==> src/rtl/ysyx_22050535_idu.sv <==
`default_nettype none
// +------------------------------------------------------------------------+
// | ysyx_22050535_idu : RV32I decode/issue stage with scoreboard interlock |
// | Revision 1.0                                                           |
// +------------------------------------------------------------------------+
module ysyx_22050535_idu #(
  parameter int DATA_WIDTH = 32
) (
  input  logic                  clk,
  input  logic                  rst_n,
  input  logic                  in_valid,
  output logic                  in_ready,
  input  logic [31:0]           in_inst,
  input  logic [DATA_WIDTH-1:0] in_pc,
  output logic [4:0]            rs1_addr,
  input  logic [DATA_WIDTH-1:0] rs1_data,
  output logic [4:0]            rs2_addr,
  input  logic [DATA_WIDTH-1:0] rs2_data,
  output logic                  out_valid,
  input  logic                  out_ready,
  output logic [DATA_WIDTH-1:0] out_src1,
  output logic [DATA_WIDTH-1:0] out_src2,
  output logic [DATA_WIDTH-1:0] out_imm,
  output logic [DATA_WIDTH-1:0] out_pc,
  output logic [6:0]            out_opcode,
  output logic [2:0]            out_func3,
  output logic [6:0]            out_func7,
  output logic [4:0]            out_rd,
  output logic                  out_illegal,
  input  logic                  wb_valid,
  input  logic [4:0]            wb_rd,
  input  logic                  flush
);

  localparam logic [6:0] c_op_reg    = 7'b0110011;
  localparam logic [6:0] c_op_imm    = 7'b0010011;
  localparam logic [6:0] c_op_load   = 7'b0000011;
  localparam logic [6:0] c_op_jalr   = 7'b1100111;
  localparam logic [6:0] c_op_store  = 7'b0100011;
  localparam logic [6:0] c_op_branch = 7'b1100011;
  localparam logic [6:0] c_op_lui    = 7'b0110111;
  localparam logic [6:0] c_op_auipc  = 7'b0010111;
  localparam logic [6:0] c_op_jal    = 7'b1101111;

  logic [6:0]            w_opcode;
  logic [4:0]            w_rd;
  logic                  w_is_r, w_is_i, w_is_s, w_is_b, w_is_u, w_is_j;
  logic                  w_legal, w_uses_rs1, w_uses_rs2, w_writes_rd;
  logic [31:0]           w_imm32;
  logic [DATA_WIDTH-1:0] w_imm;
  logic [31:0]           w_busy;
  logic                  w_hazard, w_accept;

  logic [31:1]           busy_d, busy_q;
  logic                  out_valid_q, out_illegal_q, out_wrote_q;
  logic [DATA_WIDTH-1:0] out_src1_q, out_src2_q, out_imm_q, out_pc_q;
  logic [6:0]            out_opcode_q, out_func7_q;
  logic [2:0]            out_func3_q;
  logic [4:0]            out_rd_q;

  assign w_opcode = in_inst[6:0];
  assign w_rd     = in_inst[11:7];
  assign rs1_addr = in_inst[19:15];
  assign rs2_addr = in_inst[24:20];

  assign w_is_r = (w_opcode == c_op_reg);
  assign w_is_i = (w_opcode == c_op_imm) || (w_opcode == c_op_load) || (w_opcode == c_op_jalr);
  assign w_is_s = (w_opcode == c_op_store);
  assign w_is_b = (w_opcode == c_op_branch);
  assign w_is_u = (w_opcode == c_op_lui) || (w_opcode == c_op_auipc);
  assign w_is_j = (w_opcode == c_op_jal);

  assign w_legal     = w_is_r | w_is_i | w_is_s | w_is_b | w_is_u | w_is_j;
  assign w_uses_rs1  = w_is_r | w_is_i | w_is_s | w_is_b;
  assign w_uses_rs2  = w_is_r | w_is_s | w_is_b;
  assign w_writes_rd = (w_is_r | w_is_i | w_is_u | w_is_j) && (w_rd != 5'd0);

  always_comb begin
    w_imm32 = 32'd0;
    if (w_is_i) begin
      w_imm32 = {{20{in_inst[31]}}, in_inst[31:20]};
    end else if (w_is_s) begin
      w_imm32 = {{20{in_inst[31]}}, in_inst[31:25], in_inst[11:7]};
    end else if (w_is_b) begin
      w_imm32 = {{19{in_inst[31]}}, in_inst[31], in_inst[7], in_inst[30:25], in_inst[11:8], 1'b0};
    end else if (w_is_u) begin
      w_imm32 = {in_inst[31:12], 12'd0};
    end else if (w_is_j) begin
      w_imm32 = {{11{in_inst[31]}}, in_inst[31], in_inst[19:12], in_inst[20], in_inst[30:21], 1'b0};
    end
  end

  generate
    if (DATA_WIDTH > 32) begin : g_imm_sext
      assign w_imm = {{(DATA_WIDTH-32){w_imm32[31]}}, w_imm32};
    end else begin : g_imm_trunc
      assign w_imm = w_imm32[DATA_WIDTH-1:0];
    end
  endgenerate

  // x0 never becomes busy, so its scoreboard slot is a constant zero.
  assign w_busy   = {busy_q, 1'b0};
  assign w_hazard = (w_uses_rs1 & w_busy[rs1_addr]) | (w_uses_rs2 & w_busy[rs2_addr]);
  assign in_ready = (!out_valid_q || out_ready) && !w_hazard && !flush;
  assign w_accept = in_valid & in_ready;

  // Clears first, then the set from a new accept, so a same-cycle set wins.
  always_comb begin
    busy_d = busy_q;
    if (wb_valid && (wb_rd != 5'd0)) begin
      busy_d[wb_rd] = 1'b0;
    end
    if (flush && out_valid_q && out_wrote_q) begin
      busy_d[out_rd_q] = 1'b0;
    end
    if (w_accept && w_writes_rd) begin
      busy_d[w_rd] = 1'b1;
    end
  end

  always_ff @(posedge clk) begin
    if (!rst_n) begin
      busy_q        <= '0;
      out_valid_q   <= 1'b0;
      out_illegal_q <= 1'b0;
      out_wrote_q   <= 1'b0;
      out_src1_q    <= '0;
      out_src2_q    <= '0;
      out_imm_q     <= '0;
      out_pc_q      <= '0;
      out_opcode_q  <= '0;
      out_func3_q   <= '0;
      out_func7_q   <= '0;
      out_rd_q      <= '0;
    end else begin
      busy_q <= busy_d;
      if (w_accept) begin
        out_valid_q   <= 1'b1;
        out_illegal_q <= !w_legal;
        out_wrote_q   <= w_writes_rd;
        out_src1_q    <= w_uses_rs1 ? rs1_data : '0;
        out_src2_q    <= w_uses_rs2 ? rs2_data : '0;
        out_imm_q     <= w_imm;
        out_pc_q      <= in_pc;
        out_opcode_q  <= w_opcode;
        out_func3_q   <= in_inst[14:12];
        out_func7_q   <= in_inst[31:25];
        out_rd_q      <= w_rd;
      end else if (flush || out_ready) begin
        out_valid_q <= 1'b0;
      end
    end
  end

  assign out_valid   = out_valid_q;
  assign out_illegal = out_illegal_q;
  assign out_src1    = out_src1_q;
  assign out_src2    = out_src2_q;
  assign out_imm     = out_imm_q;
  assign out_pc      = out_pc_q;
  assign out_opcode  = out_opcode_q;
  assign out_func3   = out_func3_q;
  assign out_func7   = out_func7_q;
  assign out_rd      = out_rd_q;

endmodule
`default_nettype wire
==> config.mk <==
export PLATFORM = sky130hd
export DESIGN_NAME = ysyx_22050535_idu
export DESIGN_NICKNAME = d
export VERILOG_FILES = /design/src/rtl/ysyx_22050535_idu.sv
export SDC_FILE = /design/constraint.sdc
export NUM_CORES = 1
export LEC_CHECK = 0
export CORE_UTILIZATION = 49
export DETAILED_ROUTE_END_ITERATION = 10
export PLACE_DENSITY = 0.9
export SLEW_MARGIN = 10
export SYNTH_ARGS = -nofsm -noshare
export SYNTH_HDL_FRONTEND = slang
export SYNTH_SLANG_ARGS = --single-unit
==> constraint.sdc <==
create_clock -name clk -period 6.9 [get_ports clk]
set_input_delay 0.69 -clock clk [delete_from_list [all_inputs] [get_ports clk]]
set_output_delay 0.69 -clock clk [all_outputs]
set_load 0.01 [all_outputs]
---- Word level (Yosys, flattened, before mapping) ----
Cells that the tools add are included.
Widths: inputs -> output; s select.
word-level totals
  flip-flop bits (word level) ............. 184
  ROM bits ................................ 0
  logic and storage cells ................. 91
  bits in latches ......................... 0
  bits in writable memories ............... 0
  input port bits ......................... 139
  memories ................................ 0
operators by class
  equality and inequality tests ........... 9
  reductions and logical operators ........ 22
  shifts and indexed selects .............. 0
  div/mod/pow operators ................... 0
  multiplexer cells ....................... 22
  magnitude comparators ................... 8
  add/sub/neg operators ................... 0
  $mul .................................... 0
  bitwise logic cells ..................... 18
operators with widths
  operator            count
  $mux 32             7
  $mux 31             3
  $and 31x31->31      2
  $not 31->31         2
  $or 31x31->31       1
  $lt 5x6->1 const B  5
  $eq 7x6->1 const B  3
  $eq 7x7->1 const B  3
  $demux 1 s5         3
  $ge 5x1->1 const B  3
  $eq 7x5->1 const B  2
  $bmux 1 s5          2
  $logic_and 1x1->1   10
  $or 1x1->1          10
  $reduce_bool 5->1   2
  $eq 7x2->1 const B  1
  $mux 1              7
  $logic_or 1x1->1    5
  $logic_not 1->1     4
  $and 1x1->1         3
  $reduce_bool 2->1   1

---- Logic depth before layout (Yosys ltp) ----
Gate-level depths: netlist of the first run.
  word-level depth ........................ 14
  depth in mapped cells ................... 11
  mapped depth without buffers ............ 7

---- Least setup slack after synthesis of the first run ----
No wires, ideal clock.
  path type ............................... input -> output
  start point ............................. in in_inst[20]
  end point ............................... out in_ready
  path slack .............................. 3,565 ps
  arrival ................................. 2,645 ps
  buffers on the path ..................... 4
  cell stages on the path ................. 10
  cells stage by stage .................... buf_2 -> buf_2 -> mux4_2 -> o22ai_1 -> nor2_1 -> o41ai_2 -> and3b_1 -> buf_4 -> buf_2 -> and3_1
between the ends
  cells in the longest elaborated chain, start to end .. 7
ends and longest elaborated chain
  what                            RTL line  source
  start: declaration              13        input logic [31:0] in_inst,
  $bmux 1 s5                      103       assign w_hazard = (w_uses_rs1 & w_busy[rs1_addr]) | (w_uses_rs2 & w_busy[rs2_addr]);
  $mux 1 (not written as such)    103
  $and 1x1->1                     103
  $or 1x1->1                      103
  $logic_not 1->1                 104       assign in_ready = (!out_valid_q || out_ready) && !w_hazard && !flush;
  $logic_and 1x1->1 (2 in a row)  104
  end: declaration                12        output logic in_ready,
Every way passes these cells. The select of a mux whose other input is x is not followed.

---- Worst setup path after layout of the first run ----
  start point ............................. in in_inst[15]
  end point ............................... reg out_src1_q[2] (netlist: out_src1[2])
between the ends
  cells in the longest elaborated chain, start to end .. 8
ends and longest elaborated chain
  what                            RTL line  source
  $bmux 1 s5                      103
  $mux 1 (not written as such)    103
  $and 1x1->1                     103
  $or 1x1->1                      103
  $logic_not 1->1                 104
  $logic_and 1x1->1 (2 in a row)  104
  $and 1x1->1                     105       assign w_accept = in_valid & in_ready;
  end signal: assignment          141       out_src1_q <= w_uses_rs1 ? rs1_data : '0;
  end: declaration                56        logic [DATA_WIDTH-1:0] out_src1_q, out_src2_q, out_imm_q, out_pc_q;
Every way passes these cells. The select of a mux whose other input is x is not followed.
A chain may end at the register's enable or synchronous reset.

==> results.py, run 1 <==
metrics = {
    "status": {
        "status": "completed",
    },
    "clock_tree": {
        "cts_buffers": 17,
        "clkTransAtPathRegs_ps": 70,
        "cts_tree": "built",
        "cts_root_buf": "clkbuf_16",
        "cts.path.max_buffers": 2,
        "cts_setup_buffers": 0,
        "cts_sinks": 184,
        "cts_resized": 0,
        "holdBufCountCts": 0,
        "htreeDepth": 4,
        "clk-insertion-delay-late_ps": 440,
    },
    "grt": {
        "grt_usage_pct": 30.6,
        "grt_pass1_wl_um": 43600,
        "grt_pass1_vias": 8110,
        "antenna_found_initial": 0,
        "gr-total-overflow": 0,
        "grt_max_degree": 115,
    },
    "logic_synthesis": {
        "syn_avg_cell_area_um2": 8.68,
        "synth_top_area_share_pct": 42.1,
        "synthesis.nets": 1147,
        "ys_types": 55,
        "synth_area_leader_cell": "dfxtp_1",
        "synth-seq-area-share_pct": 42.1,
        "ys_ff_latch": 184,
        "yosys_warnings": 0,
        "synth_flop_cell": "dfxtp_1",
        "syn-cell-area_um2": 8750,
        "synth-async-reset-ratio_pct": 0,
        "syn_inst": 1008,
        "synth_edf_count": 0,
        "synth.area.top_cells": "dfxtp_1 (42%), mux2i_1 (11%), nand3_1 (7.4%), nand2_1 (6.9%), a21oi_1 (3.9%)",
    },
    "route": {
        "drt.antenna.violating_nets": 0,
        "drt_iter0_markers": 759,
        "post-route-drc-count": 0,
        "wl_um": 29100,
        "vias": 8886,
        "vias_per_cell": 6.05,
        "wl_per_cell_um": 19.9,
        "dr.pass1.iters": 6,
    },
    "die": {
        "die_area_um2": 18400,
        "rows": 48,
        "ioPinCount": 302,
        "design.core.area_um2": 17400,
        "start_util_pct": 50.4,
        "die_h_um": 136,
        "die_width_um": 136,
    },
    "timing": {
        "finalSetupViolations": 0,
        "finalCritPeriodShare_pct": 67.6,
        "period_needed_ps": 4660,
        "max-slew-margin-rel_pct": 27.4,
        "tightest_slew_ps": 1080,
        "fmaxAchievable_mhz": 214,
        "setup_tns_ps": 0,
        "skew_ps": 17.3,
        "rsz0062_at_grt": "no",
        "drv_slew": 0,
        "finalHoldViolCount": 0,
        "hold_ws_ps": 454,
    },
    "placement": {
        "dp.cells": 1437,
        "postPlaceCellArea_um2": 11600,
        "gp_congestion": 0.958,
        "port_buffers": 301,
        "dp_hpwl_um": 20100,
    },
    "power_and_ir_drop": {
        "leakage_nw": 4.17,
        "powerDensity_nw_per_um2": 202,
        "comb_power_share_pct": 13.4,
        "switching_share_pct": 24.9,
        "power_frac_clock_pct": 42.3,
        "switchingPower_w": 0.000617,
        "power.share.sequential_pct": 44.3,
        "intPower_w": 0.00186,
        "ir_worst_vdd_uv": 176,
        "power_w": 0.00248,
    },
    "layout": {
        "fill_cells": 1328,
        "final-instance-count-excl-fill": 1468,
        "syn2layout_area_growth_pct": 40.0,
        "drive_above_1_share_pct": 6.03,
        "stdcell_area_um2": 12200,
        "fin_nets": 1370,
        "antennaDiodeCount": 0,
    },
    "worst_setup_path": {
        "reg2reg_depth": 7,
        "crit_fanout": 52,
        "start_kind": "primary input",
        "end_kind": "flop",
        "arrival_ps": 5010,
        "slowest_delay_ps": 920,
        "path_class": "in -> reg",
        "slowest_stage": "nor2_4",
        "cp.required_ps": 7250,
        "crit_chain": "clkdlybuf4s50_1, mux4_2, o2111a_1, o21ai_1, nand3_2, nor2_4, buf_4, mux2i_1",
    },
    "hold_path": {
        "hold_depth": 2,
        "min_path_type": "reg -> reg",
    },
    "run": {
        "maxCapViolCount": 0,
    },
}
[worst max-delay path, delay by kind of cell]
kind	cells	cell delay, ps
AOI/OAI and AO/OA	2	480
buffers and inverters	2	1300
muxes	2	830
and+or+nand+nor	2	1680
[placed cells by master, fill, tap and decap left out, types with 14 or more instances in the layout]
cell type        synthesis  final
nand3_1                130    129
dfxtp_1                184    184
o21ai_0                 61     61
a21oi_1                 68     68
o2111ai_1               31     31
a21o_1                  14     14
nand2_1                161    161
mux2i_1                 96     96
clkdlybuf4s50_1          0    300
clkbuf_16                0     17
o31ai_1                 21     21
[synth_stat cells, types with 14 or more instances]
master	number
a21oi_1	68
nand2_1	161
o2111ai_1	31
o31ai_1	21
o21ai_0	61
clkbuf_1	67
mux2i_1	96
nand3_1	130
a21o_1	14
dfxtp_1	184
buf_4	15
[power groups by stage]
stage,combinational [W],sequential [W],clock (W)
after detailed placement,0.000325,0.00112,0
after global routing,0.000350,0.00110,0.00110
after CTS,0.000328,0.00110,0.00106
final,0.000332,0.00110,0.00105
after floorplan,0.000150,0.00113,0
after global placement,0.000322,0.00112,0
[final timing paths]
path / from / endpoint / slack, ps
setup reg to reg: busy_q[6] / out_src1[2] / 3180
setup / recovery: in_inst[15] / out_src1[2] / 2240
hold / removal: out_src1[30] / out_src1[30] / 450
hold reg to reg: out_src1[30] / out_src1[30] / 450
[flip-flops by register name (all words and copies together), names as in the netlist]
register	flops
out_imm	32
out_wrote_q	1
out_src1	32
out_func7	7
busy_q	31
out_pc	32
out_src2	32
out_illegal	1
out_opcode	7
out_rd	5
out_valid	1
out_func3	3
[metrics by stage]
| step | worst slack (ps) | util, % |
|---|---|---|
| 6_report | 2240 | 70.6 |
| 5_1_grt | 1950 | 70.6 |
| 4_1_cts | 2250 | 70.6 |
| 3_5_place_dp | 1840 | 66.9 |
| 3_3_place_gp | 1950 | 66.9 |
| 2_1_floorplan | 3570 | - |
[layer usage]
metal | GRT usage [%] | wire (um) | vias to the layer above
met3 | 7.30 | 2700 | 82
met1 | 37.5 | 11300 | 4185
met5 | 0 | 0 | -
met4 | 13.9 | 1010 | 0
li1 | - | - | 4086
met2 | 50.5 | 14100 | 533
[cell families (layout without fill, tap and decap cells)]
kind of cell           count (synthesis)  count (layout)  synth area share, %
AO/OA/AOI/OAI                        234             234                 17.1
flip-flops                           184             184                 42.1
XOR/XNOR                               1               1                0.100
multiplexers                         113             113                 14.5
buffers and inverters                111             346                 6.35
AND/OR/NAND/NOR                      365             365                 19.9
[cell type report]
type	count	area, um2	area share [%]
timing repair buffer	310	3090	25.3
tap	225	282	2.30
clock buffer	18	439	3.59
inverter	5	18.8	0.153
clock inverter	13	193	1.57
multi-input combinational	713	4540	37.1
sequential	184	3680	30.1
Power figures use the tool's default switching activity.
==> run 2: changes to the inputs <==
- CORE_UTILIZATION: 49 -> 46
- PLACE_DENSITY: 0.9 -> 0.85
- clock period: 6.9 -> 4.4 ns (I/O delays scaled with it)
==> run 2 against run 1 <==
Net effect: total power rose by 56%; count of clock-buffer cells in the layout did not move; non-clock buffer count rose by 9; register-to-register slack got worse by 2200 ps; global-route usage fell by 1.9 points; sequential power rose by 56%; sequential share of layout area fell by 0.17 points; largest cell class unchanged.
==> results.py, run 2 (synthesis results as in run 1) <==
metrics = {
    "clock_tree": {
        "cts_tree": "built",
        "cts_sinks": 184,
        "clk-insertion-delay-late_ps": 430,
        "cts_resized": 0,
        "cts_buffers": 17,
        "cts.path.max_buffers": 2,
        "clkTransAtPathRegs_ps": 70,
        "holdBufCountCts": 0,
        "cts_root_buf": "clkbuf_16",
        "cts_setup_buffers": 0,
        "htreeDepth": 4,
    },
    "hold_path": {
        "min_to": "out_src2[27]",
        "min_path_type": "reg -> reg",
        "hold_start": "out_src2[27]",
        "hold_depth": 2,
    },
    "run": {
        "maxCapViolCount": 0,
    },
    "timing": {
        "period_needed_ps": 3940,
        "finalCritPeriodShare_pct": 89.5,
        "max-slew-margin-rel_pct": 23.7,
        "fmaxAchievable_mhz": 254,
        "hold_ws_ps": 455,
        "rsz0062_at_grt": "no",
        "tightest_slew_ps": 1140,
        "drv_slew": 0,
        "finalHoldViolCount": 0,
        "setup_tns_ps": 0,
        "skew_ps": 15.9,
        "finalSetupViolations": 0,
        "worst_slack_ps": 460,
    },
    "worst_setup_path": {
        "r2r_slack_ps": 1000,
        "slowest_delay_ps": 770,
        "crit_chain": "clkdlybuf4s50_1, buf_4, mux2_2, o211ai_1, nor2_1, o41ai_2, and3b_2, and3_1, clkdlybuf4s50_1",
        "r2r_end": "busy_q[28]",
        "reg2reg_from": "busy_q[27]",
        "path_class": "in -> out",
        "slowest_stage": "clkdlybuf4s50_1",
        "cp.required_ps": 3960,
        "path_depth": 9,
        "start_kind": "primary input",
        "end_kind": "output port",
        "cp.buffers_inverters": 3,
        "crit_fanout": 9,
        "path_delay_family": "buffers and inverters",
        "path_common_cell": "clkdlybuf4s50_1",
        "reg2reg_depth": 8,
        "arrival_ps": 3500,
    },
    "layout": {
        "layout_commonest_cell": "clkdlybuf4s50_1",
        "final-instance-count-excl-fill": 1487,
        "final_cell_mix": "clkdlybuf4s50_1 (300), dfxtp_1 (184), nand2_1 (161)",
        "antennaDiodeCount": 0,
        "syn2layout_area_growth_pct": 40.8,
        "fin_nets": 1379,
        "drive_above_1_share_pct": 6.62,
    },
    "power_and_ir_drop": {
        "leakage_nw": 4.19,
        "powerDensity_nw_per_um2": 313,
        "ir_worst_vdd_uv": 255,
        "power_w": 0.00386,
    },
    "grt": {
        "grt_usage_pct": 28.7,
        "gr-total-overflow": 0,
        "grt_pass1_wl_um": 44700,
        "grt_max_degree": 114,
        "grt_pass1_vias": 8221,
        "antenna_found_initial": 0,
    },
    "die": {
        "design.core.area_um2": 18600,
        "rows": 50,
        "ioPinCount": 302,
        "die_h_um": 140,
        "start_util_pct": 46.9,
        "die_width_um": 140,
        "die_area_um2": 19600,
    },
    "route": {
        "vias": 8895,
        "dr.pass1.iters": 8,
        "drt_iter0_markers": 885,
        "vias_per_cell": 5.98,
        "drt.antenna.violating_nets": 0,
        "post-route-drc-count": 0,
        "wl_per_cell_um": 19.5,
        "wl_um": 29000,
    },
    "placement": {
        "dp_hpwl_um": 20400,
        "pre_cts_ws_ps": 157,
        "gp_congestion": 0.916,
        "port_buffers": 301,
        "dp.cells": 1455,
    },
    "status": {
        "status": "completed",
    },
}
## run 2: worst min-delay path, cell delays in order (launching register included)
cell and delay (ps):
dfxtp_1 310, nand2_1 50, mux2i_1 50
## run 2: cell type report
class	count	area [um2]
Clock buffer	18	429
Clock inverter	14	184
Fill cell	1481	6330
Inverter	5	18.8
Multi-Input combinational cell	713	4530
Sequential cell	184	3680
Tap cell	234	293
Timing Repair Buffer	319	3170
## run 2: metal layers
| metal | vias up | global-route usage [%] | wire, um |
|---|---|---|---|
| li1 | 4097 | - | - |
| met1 | 4211 | 35.9 | 11700 |
| met2 | 503 | 46.7 | 13700 |
| met3 | 84 | 6.74 | 2450 |
| met4 | 0 | 13.2 | 1180 |
| met5 | - | 0 | 0 |
## run 2: through the flow
step / util [%] / cell area [um2]
3_5_place_dp: 62.8 / 11700
6_report: 66.1 / 12300
2_1_floorplan: - / 8750
3_3_place_gp: 62.8 / 11700
5_1_grt: 66.1 / 12300
4_1_cts: 66.1 / 12300
## run 2: how the worst max path moves through the flow
stage,start,endpoint,slack [ps]
floorplan,in_inst[20],in_ready,1570
global route,in_inst[21],busy_q[12],260
CTS,in_inst[20],in_ready,480
detailed placement,in_inst[20],busy_q[27],160
global placement,in_inst[20],busy_q[29],230
finish,in_inst[20],in_ready,460
## run 2: where the power goes
group          total [W]  switching (W)  leakage [nW]  internal (W)
clock            0.00161       0.000703         0.287      0.000911
combinational   0.000526       0.000269          2.41      0.000257
sequential       0.00172      0.0000216          1.49       0.00170
==> run 3: changes to the inputs <==
- CTS_CLUSTER_SIZE: not set -> 14
- HOLD_SLACK_MARGIN: not set -> 0.12
- MAX_ROUTING_LAYER: not set -> met4
==> run 3 against run 2 <==
Net effect: clock power shrank 7%; sequential share of layout area up 0.064 points; total power shrank 2.9%; final cell count grew 0.13%; register-to-register slack better by 100 ps; first-iteration DRC count decreased by 14%; routed wire length decreased by 0.58%; cell area shrank 0.21%; count of clock-buffer cells in the layout rose by 3; combinational power barely moved; worst hold slack better by 2.0 ps; utilization decreased by 0.14 points; critical endpoint unchanged; largest power group unchanged.
==> results.py, run 3 (synthesis results as in run 1) <==
metrics = {
    "status": {
        "status": "completed",
    },
    "clock_tree": {
        "holdBufCountCts": 0,
        "cts_tree": "built",
        "clkTransAtPathRegs_ps": 60,
        "cts_resized": 0,
        "cts.path.max_buffers": 2,
        "cts_root_buf": "clkbuf_16",
        "cts_buffers": 17,
        "cts_setup_buffers": 0,
        "cts_sinks": 184,
        "htreeDepth": 4,
        "clk-insertion-delay-late_ps": 430,
    },
    "grt": {
        "antenna_found_initial": 0,
        "gr-total-overflow": 0,
        "grt_max_degree": 109,
        "grt_pass1_wl_um": 45300,
        "grt_pass1_vias": 8402,
        "grt_usage_pct": 30.0,
    },
    "timing": {
        "finalHoldViolCount": 0,
        "finalSetupViolations": 0,
        "fmaxAchievable_mhz": 256,
        "finalCritPeriodShare_pct": 88.8,
        "worst_slack_ps": 491,
        "tightest_slew_ps": 1110,
        "hold_ws_ps": 457,
        "skew_ps": 14.4,
        "drv_slew": 0,
        "setup_tns_ps": 0,
        "period_needed_ps": 3910,
        "rsz0062_at_grt": "no",
        "max-slew-margin-rel_pct": 25.9,
    },
    "route": {
        "drt_iter0_markers": 763,
        "vias": 8860,
        "wl_per_cell_um": 19.4,
        "drt.antenna.violating_nets": 0,
        "post-route-drc-count": 0,
        "dr.pass1.iters": 7,
        "wl_um": 28900,
        "vias_per_cell": 5.95,
    },
    "worst_setup_path": {
        "crit_fanout": 9,
        "cp.required_ps": 3960,
        "reg2reg_from": "busy_q[27]",
        "reg2reg_depth": 8,
        "r2r_end": "busy_q[13]",
        "arrival_ps": 3470,
        "end_kind": "output port",
        "r2r_slack_ps": 1100,
        "start_kind": "primary input",
        "path_class": "in -> out",
    },
    "layout": {
        "syn2layout_area_growth_pct": 40.5,
        "antennaDiodeCount": 0,
        "final-instance-count-excl-fill": 1489,
        "fin_nets": 1381,
        "drive_above_1_share_pct": 6.69,
        "fill_cells": 1524,
        "stdcell_area_um2": 12300,
        "final_cell_mix": "clkdlybuf4s50_1 (300), dfxtp_1 (184), nand2_1 (161)",
        "layout_commonest_cell": "clkdlybuf4s50_1",
    },
    "die": {
        "ioPinCount": 302,
        "die_width_um": 140,
        "design.core.area_um2": 18600,
        "rows": 50,
        "start_util_pct": 46.9,
        "die_area_um2": 19600,
        "die_h_um": 140,
    },
    "placement": {
        "pre_cts_ws_ps": 208,
        "gp_congestion": 0.906,
        "postPlaceCellArea_um2": 11700,
        "port_buffers": 301,
        "dp.cells": 1457,
        "dp_hpwl_um": 20500,
    },
    "hold_path": {
        "min_path_type": "reg -> reg",
        "min_to": "out_opcode[6]",
        "hold_depth": 2,
        "hold_start": "out_opcode[6]",
    },
    "run": {
        "maxCapViolCount": 0,
    },
    "power_and_ir_drop": {
        "powerDensity_nw_per_um2": 305,
        "leakage_nw": 4.19,
        "ir_worst_vdd_uv": 243,
    },
}
-- run 3: cell count changes in the layout (fill, tap and decap cells not counted), sizes merged --
cell / before / now
buf: 19 / 21
bufinv: 3 / 1
clkbuf: 18 / 21
clkinv: 0 / 3
clkinvlp: 4 / 2
inv: 12 / 10
-- run 3: per-stage QoR --
step                      power (W)  util, %
final                       0.00375     65.9
after global routing        0.00387     65.9
after CTS                   0.00376     65.9
after detailed placement    0.00228     62.9
after global placement      0.00227     62.9
after floorplan             0.00201        -
-- run 3: worst max path at each step --
| stage | start | endpoint | slack (ps) | depth (start not counted) |
|---|---|---|---|---|
| final | in_inst[20] | in_ready | 490 | 9 |
| after global routing | in_inst[20] | busy_q[31] | 330 | 10 |
| after CTS | in_inst[20] | in_ready | 530 | 9 |
| after detailed placement | in_inst[20] | busy_q[30] | 210 | 10 |
| after global placement | in_inst[20] | busy_q[28] | 240 | 10 |
| after floorplan | in_inst[20] | in_ready | 1570 | 10 |
-- run 3: area by class of cell --
type / instances / area, um2 / share of cell area, %
Multi-Input combinational cell: 713 / 4530 / 36.9
Sequential cell: 184 / 3680 / 30.0
Timing Repair Buffer: 321 / 3190 / 26.0
Clock buffer: 21 / 460 / 3.75
Tap cell: 234 / 293 / 2.38
Clock inverter: 11 / 111 / 0.906
Inverter: 5 / 18.8 / 0.153
-- run 3: routing by layer --
metal	global-route usage, %	wire length [um]
met1	35.7	11300
met3	5.44	2330
met5	-	0
met4	17.2	1490
met2	47.9	13800
-- run 3: critical path, stage by stage --
cell,delay (ps)
clkdlybuf4s50_1,770
buf_4,260
mux2_2,340
o211ai_1,160
nor2_1,80
o41ai_2,420
and3b_2,260
and3_1,160
clkdlybuf4s50_1,580
-- run 3: power breakdown --
group | switching [W] | total [W] | internal (W)
registers | 0.0000214 | 0.00172 | 0.00170
clock network | 0.000677 | 0.00150 | 0.000822
logic | 0.000269 | 0.000526 | 0.000258
